File: src/rtl/freelist_ctrl_if.sv
// Purpose : handshake bundle between the rename/commit/redirect logic and
//           freelist_ctrl.
// Signals : alloc_req0/1, alloc_ready, alloc_preg0/1   - rename allocation
//           free_vld0/1, free_preg0/1, free_ready      - commit frees
//           redirect, walk_vld0/1, walk_preg0/1,
//           walk_done                                  - redirect walk
// Modports: master = pipeline side, slave = freelist_ctrl
interface freelist_ctrl_if #(
    parameter int DATA_WIDTH = 6
);
    logic                  alloc_req0;
    logic                  alloc_req1;
    logic                  alloc_ready;
    logic [DATA_WIDTH-1:0] alloc_preg0;
    logic [DATA_WIDTH-1:0] alloc_preg1;
    logic                  free_vld0;
    logic                  free_vld1;
    logic [DATA_WIDTH-1:0] free_preg0;
    logic [DATA_WIDTH-1:0] free_preg1;
    logic                  free_ready;
    logic                  redirect;
    logic                  walk_vld0;
    logic                  walk_vld1;
    logic [DATA_WIDTH-1:0] walk_preg0;
    logic [DATA_WIDTH-1:0] walk_preg1;
    logic                  walk_done;

    modport master (
        output alloc_req0, alloc_req1,
        input  alloc_ready, alloc_preg0, alloc_preg1,
        output free_vld0, free_vld1, free_preg0, free_preg1,
        input  free_ready,
        output redirect, walk_vld0, walk_vld1, walk_preg0, walk_preg1, walk_done
    );

    modport slave (
        input  alloc_req0, alloc_req1,
        output alloc_ready, alloc_preg0, alloc_preg1,
        input  free_vld0, free_vld1, free_preg0, free_preg1,
        output free_ready,
        input  redirect, walk_vld0, walk_vld1, walk_preg0, walk_preg1, walk_done
    );
endinterface

File: src/rtl/freelist_ctrl.sv
// Purpose : sequencer for the 2-read/2-write physical-register freelist.
//           Tracks the free count, packs sparse allocation requests and
//           frees onto freelist port 0 first, grants 2-wide allocations
//           all-or-nothing and runs the redirect walk that returns
//           speculatively allocated pregs.
// Ports   : clock, reset_n           - clock, synchronous active-low reset
//           bus (slave)              - alloc / free / walk handshakes
//           fl_rd_en0/1, fl_rd_data0/1  - freelist read ports
//           fl_wr_en0/1, fl_wr_data0/1  - freelist write ports
//           free_cnt                 - current number of free entries
//           err_ovf                  - sticky free-count overflow flag
//
// state    | meaning
// ---------+-----------------------------------------------------------
// S_RUN    | normal operation: allocations and commit frees
// S_WALK   | redirect walk owns the write ports; alloc and commit stall
// S_RESUME | one-cycle bubble after the walk; frees accepted, no allocs
module freelist_ctrl #(
    parameter  int DATA_WIDTH = 6,
    parameter  int DEPTH      = 32,
    localparam int CW         = $clog2(DEPTH + 1)
) (
    input  logic                  clock,
    input  logic                  reset_n,
    freelist_ctrl_if.slave        bus,
    output logic                  fl_rd_en0,
    output logic                  fl_rd_en1,
    input  logic [DATA_WIDTH-1:0] fl_rd_data0,
    input  logic [DATA_WIDTH-1:0] fl_rd_data1,
    output logic                  fl_wr_en0,
    output logic                  fl_wr_en1,
    output logic [DATA_WIDTH-1:0] fl_wr_data0,
    output logic [DATA_WIDTH-1:0] fl_wr_data1,
    output logic [CW-1:0]         free_cnt,
    output logic                  err_ovf
);
    typedef enum logic [1:0] {S_RUN, S_WALK, S_RESUME} state_t;

    state_t          r_state;
    logic [CW-1:0]   r_free_cnt;
    logic            r_err_ovf;

    logic [1:0]      w_nreq;
    logic [1:0]      w_nrd;
    logic [1:0]      w_nwr;
    logic            w_grant;
    logic            w_in_walk;
    logic            w_wv0;
    logic            w_wv1;
    logic [DATA_WIDTH-1:0] w_wd0;
    logic [DATA_WIDTH-1:0] w_wd1;
    logic [CW:0]     w_sum;
    logic            w_ovf;

    always_comb begin
        w_nreq    = {1'b0, bus.alloc_req0} + {1'b0, bus.alloc_req1};
        // count check uses only the registered count: no same-cycle free bypass
        w_grant   = reset_n && (r_state == S_RUN) && !bus.redirect &&
                    (r_free_cnt >= CW'(w_nreq));
        w_nrd     = w_grant ? w_nreq : 2'd0;

        fl_rd_en0       = w_grant && (bus.alloc_req0 || bus.alloc_req1);
        fl_rd_en1       = w_grant && bus.alloc_req0 && bus.alloc_req1;
        bus.alloc_ready = w_grant;
        bus.alloc_preg0 = (w_grant && bus.alloc_req0) ? fl_rd_data0 : '0;
        bus.alloc_preg1 = '0;
        if (w_grant && bus.alloc_req1)
            bus.alloc_preg1 = bus.alloc_req0 ? fl_rd_data1 : fl_rd_data0;

        w_in_walk      = reset_n && (r_state == S_WALK);
        bus.free_ready = reset_n && (r_state != S_WALK);

        // walk owns the write ports in WALK; otherwise commit frees use them
        if (w_in_walk) begin
            w_wv0 = bus.walk_vld0;
            w_wv1 = bus.walk_vld1;
            w_wd0 = bus.walk_preg0;
            w_wd1 = bus.walk_preg1;
        end else begin
            w_wv0 = bus.free_ready && bus.free_vld0;
            w_wv1 = bus.free_ready && bus.free_vld1;
            w_wd0 = bus.free_preg0;
            w_wd1 = bus.free_preg1;
        end
        w_nwr = {1'b0, w_wv0} + {1'b0, w_wv1};

        // r_free_cnt >= w_nrd whenever a read is granted, so no underflow
        w_sum = {1'b0, r_free_cnt} - (CW + 1)'(w_nrd) + (CW + 1)'(w_nwr);
        w_ovf = (w_sum > (CW + 1)'(DEPTH));

        fl_wr_en0   = !w_ovf && (w_wv0 || w_wv1);
        fl_wr_en1   = !w_ovf && w_wv0 && w_wv1;
        fl_wr_data0 = w_wv0 ? w_wd0 : w_wd1;
        fl_wr_data1 = w_wd1;
    end

    always_ff @(posedge clock) begin
        if (!reset_n) begin
            r_state    <= S_RUN;
            r_free_cnt <= CW'(DEPTH);
            r_err_ovf  <= 1'b0;
        end else begin
            r_free_cnt <= w_ovf ? CW'(DEPTH) : w_sum[CW-1:0];
            if (w_ovf)
                r_err_ovf <= 1'b1;
            if (bus.redirect)
                r_state <= S_WALK;
            else begin
                case (r_state)
                    S_WALK:   if (bus.walk_done) r_state <= S_RESUME;
                    S_RESUME: r_state <= S_RUN;
                    default:  r_state <= S_RUN;
                endcase
            end
        end
    end

    assign free_cnt = r_free_cnt;
    assign err_ovf  = r_err_ovf;
endmodule
File: src/flat_wrapper.sv
// flat-port wrapper written by rule: the top's interface ports become plain ports
module freelist_ctrl_flat 
#(
    parameter  int DATA_WIDTH = 6,
    parameter  int DEPTH      = 32,
    localparam int CW         = $clog2(DEPTH + 1)
)
  (clock, reset_n, fl_rd_en0, fl_rd_en1, fl_rd_data0, fl_rd_data1, fl_wr_en0, fl_wr_en1, fl_wr_data0, fl_wr_data1, free_cnt, err_ovf, bus_alloc_req0, bus_alloc_req1, bus_alloc_ready, bus_alloc_preg0, bus_alloc_preg1, bus_free_vld0, bus_free_vld1, bus_free_preg0, bus_free_preg1, bus_free_ready, bus_redirect, bus_walk_vld0, bus_walk_vld1, bus_walk_preg0, bus_walk_preg1, bus_walk_done);
  freelist_ctrl_if #(.DATA_WIDTH(DATA_WIDTH)) bus_i ();
  input  logic clock;
  input  logic reset_n;
  output logic fl_rd_en0;
  output logic fl_rd_en1;
  input  logic [DATA_WIDTH-1:0] fl_rd_data0;
  input  logic [DATA_WIDTH-1:0] fl_rd_data1;
  output logic fl_wr_en0;
  output logic fl_wr_en1;
  output logic [DATA_WIDTH-1:0] fl_wr_data0;
  output logic [DATA_WIDTH-1:0] fl_wr_data1;
  output logic [CW-1:0] free_cnt;
  output logic err_ovf;
  input wire logic [$bits(bus_i.alloc_req0)-1:0] bus_alloc_req0;
  input wire logic [$bits(bus_i.alloc_req1)-1:0] bus_alloc_req1;
  output wire logic [$bits(bus_i.alloc_ready)-1:0] bus_alloc_ready;
  output wire logic [$bits(bus_i.alloc_preg0)-1:0] bus_alloc_preg0;
  output wire logic [$bits(bus_i.alloc_preg1)-1:0] bus_alloc_preg1;
  input wire logic [$bits(bus_i.free_vld0)-1:0] bus_free_vld0;
  input wire logic [$bits(bus_i.free_vld1)-1:0] bus_free_vld1;
  input wire logic [$bits(bus_i.free_preg0)-1:0] bus_free_preg0;
  input wire logic [$bits(bus_i.free_preg1)-1:0] bus_free_preg1;
  output wire logic [$bits(bus_i.free_ready)-1:0] bus_free_ready;
  input wire logic [$bits(bus_i.redirect)-1:0] bus_redirect;
  input wire logic [$bits(bus_i.walk_vld0)-1:0] bus_walk_vld0;
  input wire logic [$bits(bus_i.walk_vld1)-1:0] bus_walk_vld1;
  input wire logic [$bits(bus_i.walk_preg0)-1:0] bus_walk_preg0;
  input wire logic [$bits(bus_i.walk_preg1)-1:0] bus_walk_preg1;
  input wire logic [$bits(bus_i.walk_done)-1:0] bus_walk_done;
  assign bus_i.alloc_req0 = bus_alloc_req0;
  assign bus_i.alloc_req1 = bus_alloc_req1;
  assign bus_alloc_ready = bus_i.alloc_ready;
  assign bus_alloc_preg0 = bus_i.alloc_preg0;
  assign bus_alloc_preg1 = bus_i.alloc_preg1;
  assign bus_i.free_vld0 = bus_free_vld0;
  assign bus_i.free_vld1 = bus_free_vld1;
  assign bus_i.free_preg0 = bus_free_preg0;
  assign bus_i.free_preg1 = bus_free_preg1;
  assign bus_free_ready = bus_i.free_ready;
  assign bus_i.redirect = bus_redirect;
  assign bus_i.walk_vld0 = bus_walk_vld0;
  assign bus_i.walk_vld1 = bus_walk_vld1;
  assign bus_i.walk_preg0 = bus_walk_preg0;
  assign bus_i.walk_preg1 = bus_walk_preg1;
  assign bus_i.walk_done = bus_walk_done;
  freelist_ctrl #(.DATA_WIDTH(DATA_WIDTH), .DEPTH(DEPTH)) u_core (.clock(clock), .reset_n(reset_n), .bus(bus_i), .fl_rd_en0(fl_rd_en0), .fl_rd_en1(fl_rd_en1), .fl_rd_data0(fl_rd_data0), .fl_rd_data1(fl_rd_data1), .fl_wr_en0(fl_wr_en0), .fl_wr_en1(fl_wr_en1), .fl_wr_data0(fl_wr_data0), .fl_wr_data1(fl_wr_data1), .free_cnt(free_cnt), .err_ovf(err_ovf));
endmodule
File: config.mk
export PLATFORM = sky130hd
export DESIGN_NAME = freelist_ctrl_flat
export DESIGN_NICKNAME = d
export VERILOG_FILES = /design/src/rtl/freelist_ctrl_if.sv /design/src/rtl/freelist_ctrl.sv /design/src/flat_wrapper.sv
export SDC_FILE = /design/constraint.sdc
export NUM_CORES = 1
export LEC_CHECK = 0
export ABC_AREA = 1
export BUFFER_PORTS_ARGS = -buffer_cell sky130_fd_sc_hd__buf_2
export CORE_MARGIN = 5
export CORE_UTILIZATION = 41
export CTS_CLUSTER_SIZE = 28
export DETAILED_ROUTE_END_ITERATION = 6
export PLACE_DENSITY = 0.8
export SLEW_MARGIN = 5
export SYNTH_ARGS = -nofsm -noshare
export SYNTH_HDL_FRONTEND = slang
export SYNTH_SLANG_ARGS = --single-unit
File: constraint.sdc
create_clock -name clock -period 5.7 [get_ports clock]
set_input_delay 1.14 -clock clock [delete_from_list [all_inputs] [get_ports clock]]
set_output_delay 1.14 -clock clock [all_outputs]
set_load 0.02 [all_outputs]
==> results.py, run 1 <==
metrics = {
    "worst_setup_path": {
        "crit_path_end_kind": "output pin",
        "path_class": "in -> out",
        "worstPathArrival_ps": 4340,
        "worstSetupStartpointType": "input pin",
        "critical_path_required_ps": 4560,
        "cp_max_fo": 5,
    },
    "power": {
        "switchingPower_w": 0.000331,
        "p_leak_nw": 1.06,
        "power_w": 0.000614,
        "pwr-share-comb_pct": 76.0,
        "swShare_pct": 53.9,
        "power_density_nw_per_um2": 361,
        "power_frac_clock_pct": 8.4,
        "intPower_w": 0.000283,
        "max-vdd-ir-drop_mv": 0.344,
        "seqPwrFrac_pct": 15.6,
    },
    "clocking": {
        "cts.clk_slew.worst_paths_ps": 60,
        "insertion_delay_ps": 260,
        "cts-root-buf": "clkbuf_4",
        "cts_max_level": 1,
        "cts_tree": "done",
        "cts_made_buffers": 3,
        "cts_sinks": 9,
        "cts_buffer_depth": 2,
    },
    "layout": {
        "fin_util_pct": 61.6,
        "antenna_cells": 0,
        "final_common_cell": "buf_2",
        "areaGrowthSynthToFinish_pct": 43.9,
        "fin_nets": 353,
        "fillers": 253,
        "mostFrequentLayoutCells": "buf_2, nand2_1, nor2_1",
        "final-instance-count-excl-fill": 320,
        "drive_gt1_share_pct": 37.4,
    },
    "timing": {
        "drv_slew": 0,
        "tightest_slew_ps": 413,
        "fmax_ghz": 0.182,
        "final-setup-viol-count": 0,
        "finalCritPeriodShare_pct": 96.1,
        "finalHoldViolations": 0,
        "period_needed_ps": 5480,
        "fin_ws_ps": 220,
        "maxSlewHeadroom_pct": 72.3,
        "skew_ps": 3.95,
    },
    "drt": {
        "wl_um": 3340,
        "dr.pass1.iters": 4,
        "vias_per_cell": 4.65,
        "post_drt_wl_per_cell_um": 10.5,
        "route.vias.total": 1488,
        "drtIter0Drc": 44,
        "ant_nets": 0,
        "drc_errors": 0,
    },
    "synthesis": {
        "syn_area_per_cell_um2": 5.85,
        "synth_edf_count": 0,
        "ys_ff_latch": 9,
        "syn_inst": 202,
        "yosys.area.top_type_share_pct": 19.1,
        "async_flop_share_pct": 0,
        "ys_seq_area_share_pct": 15.3,
        "synth_nets": 265,
        "ys_top_cells_by_area": "nand2_1, ha_1, dfxtp_1",
        "synth_cell_types": 24,
        "synth_area_um2": 1180,
        "synthFlopType": "dfxtp_1",
        "synth.largest_area_cell": "nand2_1",
        "yosys_warnings": 0,
    },
    "global_routing": {
        "grt_pass1_vias": 1232,
        "grt_overflow_total": 0,
        "antenna_found_initial": 0,
        "globalRouteTotalUtil_pct": 15.5,
        "grt_pass1_wl_um": 5310,
        "grt_max_degree": 15,
    },
    "placement": {
        "portBuffers": 82,
        "gp_congestion": 0.915,
        "dp_hpwl_um": 2860,
        "pre_cts_slack_ps": -4.82,
        "dp_cells": 313,
    },
    "die": {
        "core-area_um2": 2760,
        "die_x_um": 63.7,
        "die_h_um": 63.7,
        "die-area_um2": 4050,
        "floorplan.initialDensity_pct": 42.8,
        "row_count": 19,
        "ios": 83,
    },
    "flow_run": {
        "maxCapViolations": 0,
    },
    "hold_path": {
        "hp-class": "reg -> reg",
    },
    "status": {
        "status": "completed",
    },
}
-- worst paths after layout --
kind | startpoint | to | slack [ps] | cells after the start
worst max-delay path | bus_alloc_req0 | fl_wr_en1 | 220 | 23
worst min-delay path | u_core.err_ovf | u_core.err_ovf | 550 | 4
worst min register to register | u_core.err_ovf | u_core.err_ovf | 550 | 4
worst max register to register | u_core.free_cnt[0] | u_core.free_cnt[2] | 2510 | 20
-- cells by family (layout without fill, tap and decap cells) --
family                   after synthesis  count (layout)  share of synthesized area, %
AO/OA/AOI/OAI                         20              20                          10.4
XOR/XNOR                               1               1                         0.742
adder cells (fa/ha/maj)               17              17                          19.3
buffers and inverters                 39             126                          13.3
flip-flops                             9               9                          15.3
AND/OR/NAND/NOR                      116             116                          41.0
-- worst max-delay path: stages --
cell and delay [ps]:
buf_2 100, inv_1 60, ha_1 310, ha_1 270, inv_1 50, a21boi_1 50, o21ai_1 120, nand2_1 70
nand2_1 80, nand2_2 70, nand2_2 60, nor2_1 50, ha_1 270, inv_1 50, fa_2 360, fa_2 410
xor2_1 170, nor2_1 110, nand3_1 90, nand2_2 120, nand3_2 90, nor2_2 120, buf_6 130
-- cells in the mapped netlist, types with 2 or more instances --
master	instances
o21ai_0	8
nor2_1	35
inv_1	31
a31oi_1	6
nand4_1	3
inv_2	4
nand3_2	2
nand2_1	60
dfxtp_1	9
fa_1	2
ha_1	15
clkbuf_1	2
a21oi_1	2
nand3_1	13
-- power by group through the flow --
stage	Combinational, W	Clock, W	Sequential [W]
global placement	0.000431	0	0.0000964
CTS	0.000439	0.0000530	0.0000954
global route	0.000532	0.0000560	0.0000990
detailed placement	0.000435	0	0.0000969
finish	0.000467	0.0000513	0.0000958
floorplan	0.000310	0	0.000115
-- state kept, by name (all words and copies together), names as in the netlist --
name	flops
u_core.r_state	2
u_core.free_cnt	6
u_core.err_ovf	1
-- cell type report --
cell class | instances | area [um2] | area share, %
Sequential cell | 9 | 180 | 10.6
Inverter | 35 | 131 | 7.73
Timing Repair Buffer | 87 | 454 | 26.7
Tap cell | 31 | 38.8 | 2.28
Clock buffer | 4 | 26.3 | 1.55
Multi-Input combinational cell | 154 | 868 | 51.1
-- what timing repair did --
action | in CTS | in global routing
pin swaps | 0 | 8
setup endpoints to repair | 1 | 2
hold buffers | 0 | 0
resized for setup | 1 | 12
buffers inserted | 0 | 3
-- per-stage QoR --
step | instance area [um2] | hold WS, ps | TNS, ps
finish | 1700 | 553 | 0
global route | 1700 | 612 | -40.4
CTS | 1650 | 556 | 0
detailed placement | 1620 | 538 | -4.82
global placement | 1620 | 544 | 0
floorplan | 1180 | 550 | 0
-- routing by layer --
layer | vias up | track usage [%] | routed length, um
li1 | 809 | - | -
met1 | 627 | 20.5 | 1410
met2 | 50 | 25.0 | 1660
met3 | 2 | 3.37 | 256
met4 | 0 | 4.68 | 23
met5 | - | 0 | 0
(Power assumes the default switching activity.)
==> run 2, diff against run 1 <==
--- a/config.mk
+++ b/config.mk
@@ -11,6 +11,7 @@
 export CORE_UTILIZATION = 41
 export CTS_CLUSTER_SIZE = 28
 export DETAILED_ROUTE_END_ITERATION = 6
+export MAX_ROUTING_LAYER = met4
 export PLACE_DENSITY = 0.8
 export SLEW_MARGIN = 5
 export SYNTH_ARGS = -nofsm -noshare
==> run 2 against run 1 <==
Clock power fell by 1%. Clock skew down 1.2 ps. Global-route usage up 0.90 points. Die area did not move. Largest cell class unchanged. Highest routed layer unchanged.
==> results.py, run 2 (synthesis results as in run 1) <==
metrics = {
    "status": {
        "status": "completed",
    },
    "worst_setup_path": {
        "crit_path_end_kind": "output pin",
        "worstSetupStartpointType": "input pin",
        "crit_slowest_cell": "fa_2",
        "worstPathArrival_ps": 4350,
        "path_class": "in -> out",
        "critPathBufInv": 5,
        "critical_path_required_ps": 4560,
        "cp_cell_sequence": "buf_2 -> inv_1 -> ha_4 -> ha_1 -> inv_1 -> a21boi_0 -> o21ai_1 -> nand2_1 -> nand2_1 -> nand2_2 -> nand2_2 -> nor2_1 -> ha_1 -> inv_1 -> fa_2 -> fa_2 -> nand3_2 -> nand4_1 -> nand2_1 -> nand3_1 -> nand2_2 -> nand3_2 -> nor2_2 -> buf_6",
        "slowest_delay_ps": 420,
        "cp_max_fo": 4,
        "critPathTopFamily": "adder cells",
    },
    "timing": {
        "fmax_ghz": 0.182,
        "finalCritPeriodShare_pct": 96.3,
        "tns_ps": 0,
        "holdWs_ps": 565,
        "finalHoldViolations": 0,
        "period_needed_ps": 5490,
        "skew_ps": 2.80,
        "fin_ws_ps": 211,
        "final-setup-viol-count": 0,
        "maxSlewHeadroom_pct": 70.1,
        "drv_slew": 0,
        "tightest_slew_ps": 444,
    },
    "die": {
        "ios": 83,
        "die-area_um2": 4050,
        "die_h_um": 63.7,
        "core-area_um2": 2760,
        "die_x_um": 63.7,
        "floorplan.initialDensity_pct": 42.8,
        "row_count": 19,
    },
    "layout": {
        "areaGrowthSynthToFinish_pct": 48.1,
        "largest_reg_flops": 6,
        "mostFrequentLayoutCells": "buf_2, nand2_1, nor2_1",
        "final_area_um2": 1750,
        "fin_nets": 357,
        "fillers": 275,
        "drive_gt1_share_pct": 39.6,
        "antenna_cells": 0,
        "final_common_cell": "buf_2",
    },
    "clocking": {
        "cts_sinks": 9,
        "cts_made_buffers": 3,
        "cts_buffer_depth": 2,
        "cts_tree": "done",
        "insertion_delay_ps": 260,
        "cts_max_level": 1,
        "cts.clk_slew.worst_paths_ps": 60,
        "cts-root-buf": "clkbuf_4",
    },
    "drt": {
        "post_drt_wl_per_cell_um": 11.4,
        "ant_nets": 0,
        "vias_per_cell": 4.81,
        "dr.pass1.iters": 4,
        "drc_errors": 0,
        "drtIter0Drc": 39,
        "route.vias.total": 1557,
        "wl_um": 3710,
    },
    "flow_run": {
        "maxCapViolations": 0,
    },
    "power": {
        "power_density_nw_per_um2": 387,
        "max-vdd-ir-drop_mv": 0.366,
        "p_leak_nw": 1.08,
        "power_w": 0.000678,
    },
    "global_routing": {
        "grt_max_degree": 15,
        "globalRouteTotalUtil_pct": 16.4,
        "grt_pass1_wl_um": 5410,
        "grt_pass1_vias": 1305,
        "grt_overflow_total": 0,
        "antenna_found_initial": 0,
    },
    "placement": {
        "pre_cts_slack_ps": -25.5,
        "dpl_cell_area_um2": 1620,
        "portBuffers": 82,
        "gp_congestion": 0.924,
        "dp_hpwl_um": 2950,
    },
    "hold_path": {
        "hp-class": "reg -> reg",
    },
}
run 2: tightest hold or removal path, cell delays in order (launching register included):
cell     delay [ps]
dfxtp_1         310
inv_1            50
nand3_1          70
nand2_1          60
inv_1            30
run 2: path summary, 6_finish.rpt:
path,end,from,cells past startpoint,slack (ps)
worst max register to register,u_core.free_cnt[2],u_core.free_cnt[0],23,2370
worst min-delay path,u_core.err_ovf,u_core.err_ovf,4,560
worst max-delay path,fl_wr_en1,bus_alloc_req1,24,210
worst min register to register,u_core.err_ovf,u_core.err_ovf,4,560
run 2: final cells by class:
type	instances	area [um2]	share of cell area, %
clock buffer	4	26.3	1.50
inverter	35	131	7.51
sequential	9	180	10.3
tap	31	38.8	2.22
multi-input combinational	154	888	50.8
timing repair buffer	91	484	27.7
run 2: layer usage:
| layer | track usage (%) | vias up | part of all wire, % |
|---|---|---|---|
| li1 | - | 812 | - |
| met1 | 19.1 | 675 | 40 |
| met2 | 28.3 | 64 | 51 |
| met3 | 3.37 | 6 | 7.3 |
| met4 | 4.68 | 0 | 1.3 |
| met5 | - | - | 0 |
run 2: what timing repair did:
item                                    in CTS  in global routing
buffers inserted                             0                  7
gates resized for setup                      1                 15
pin swaps                                    0                 12
endpoints found under the setup margin       1                  2
hold buffers                                 0                  0
run 2: power by group:
part	leakage, nW	switching [W]	total (W)	internal (W)
clock network	0.0150	0.0000236	0.0000506	0.0000271
logic	0.994	0.000320	0.000531	0.000211
registers	0.0737	0.0000139	0.0000955	0.0000816
run 2: metrics by stage:
| stage | std cells | util (%) |
|---|---|---|
| 2_1_floorplan | 202 | - |
| 3_3_place_gp | 313 | 58.7 |
| 3_5_place_dp | 313 | 58.7 |
| 4_1_cts | 317 | 59.8 |
| 5_1_grt | 324 | 63.4 |
| 6_report | 324 | 63.4 |
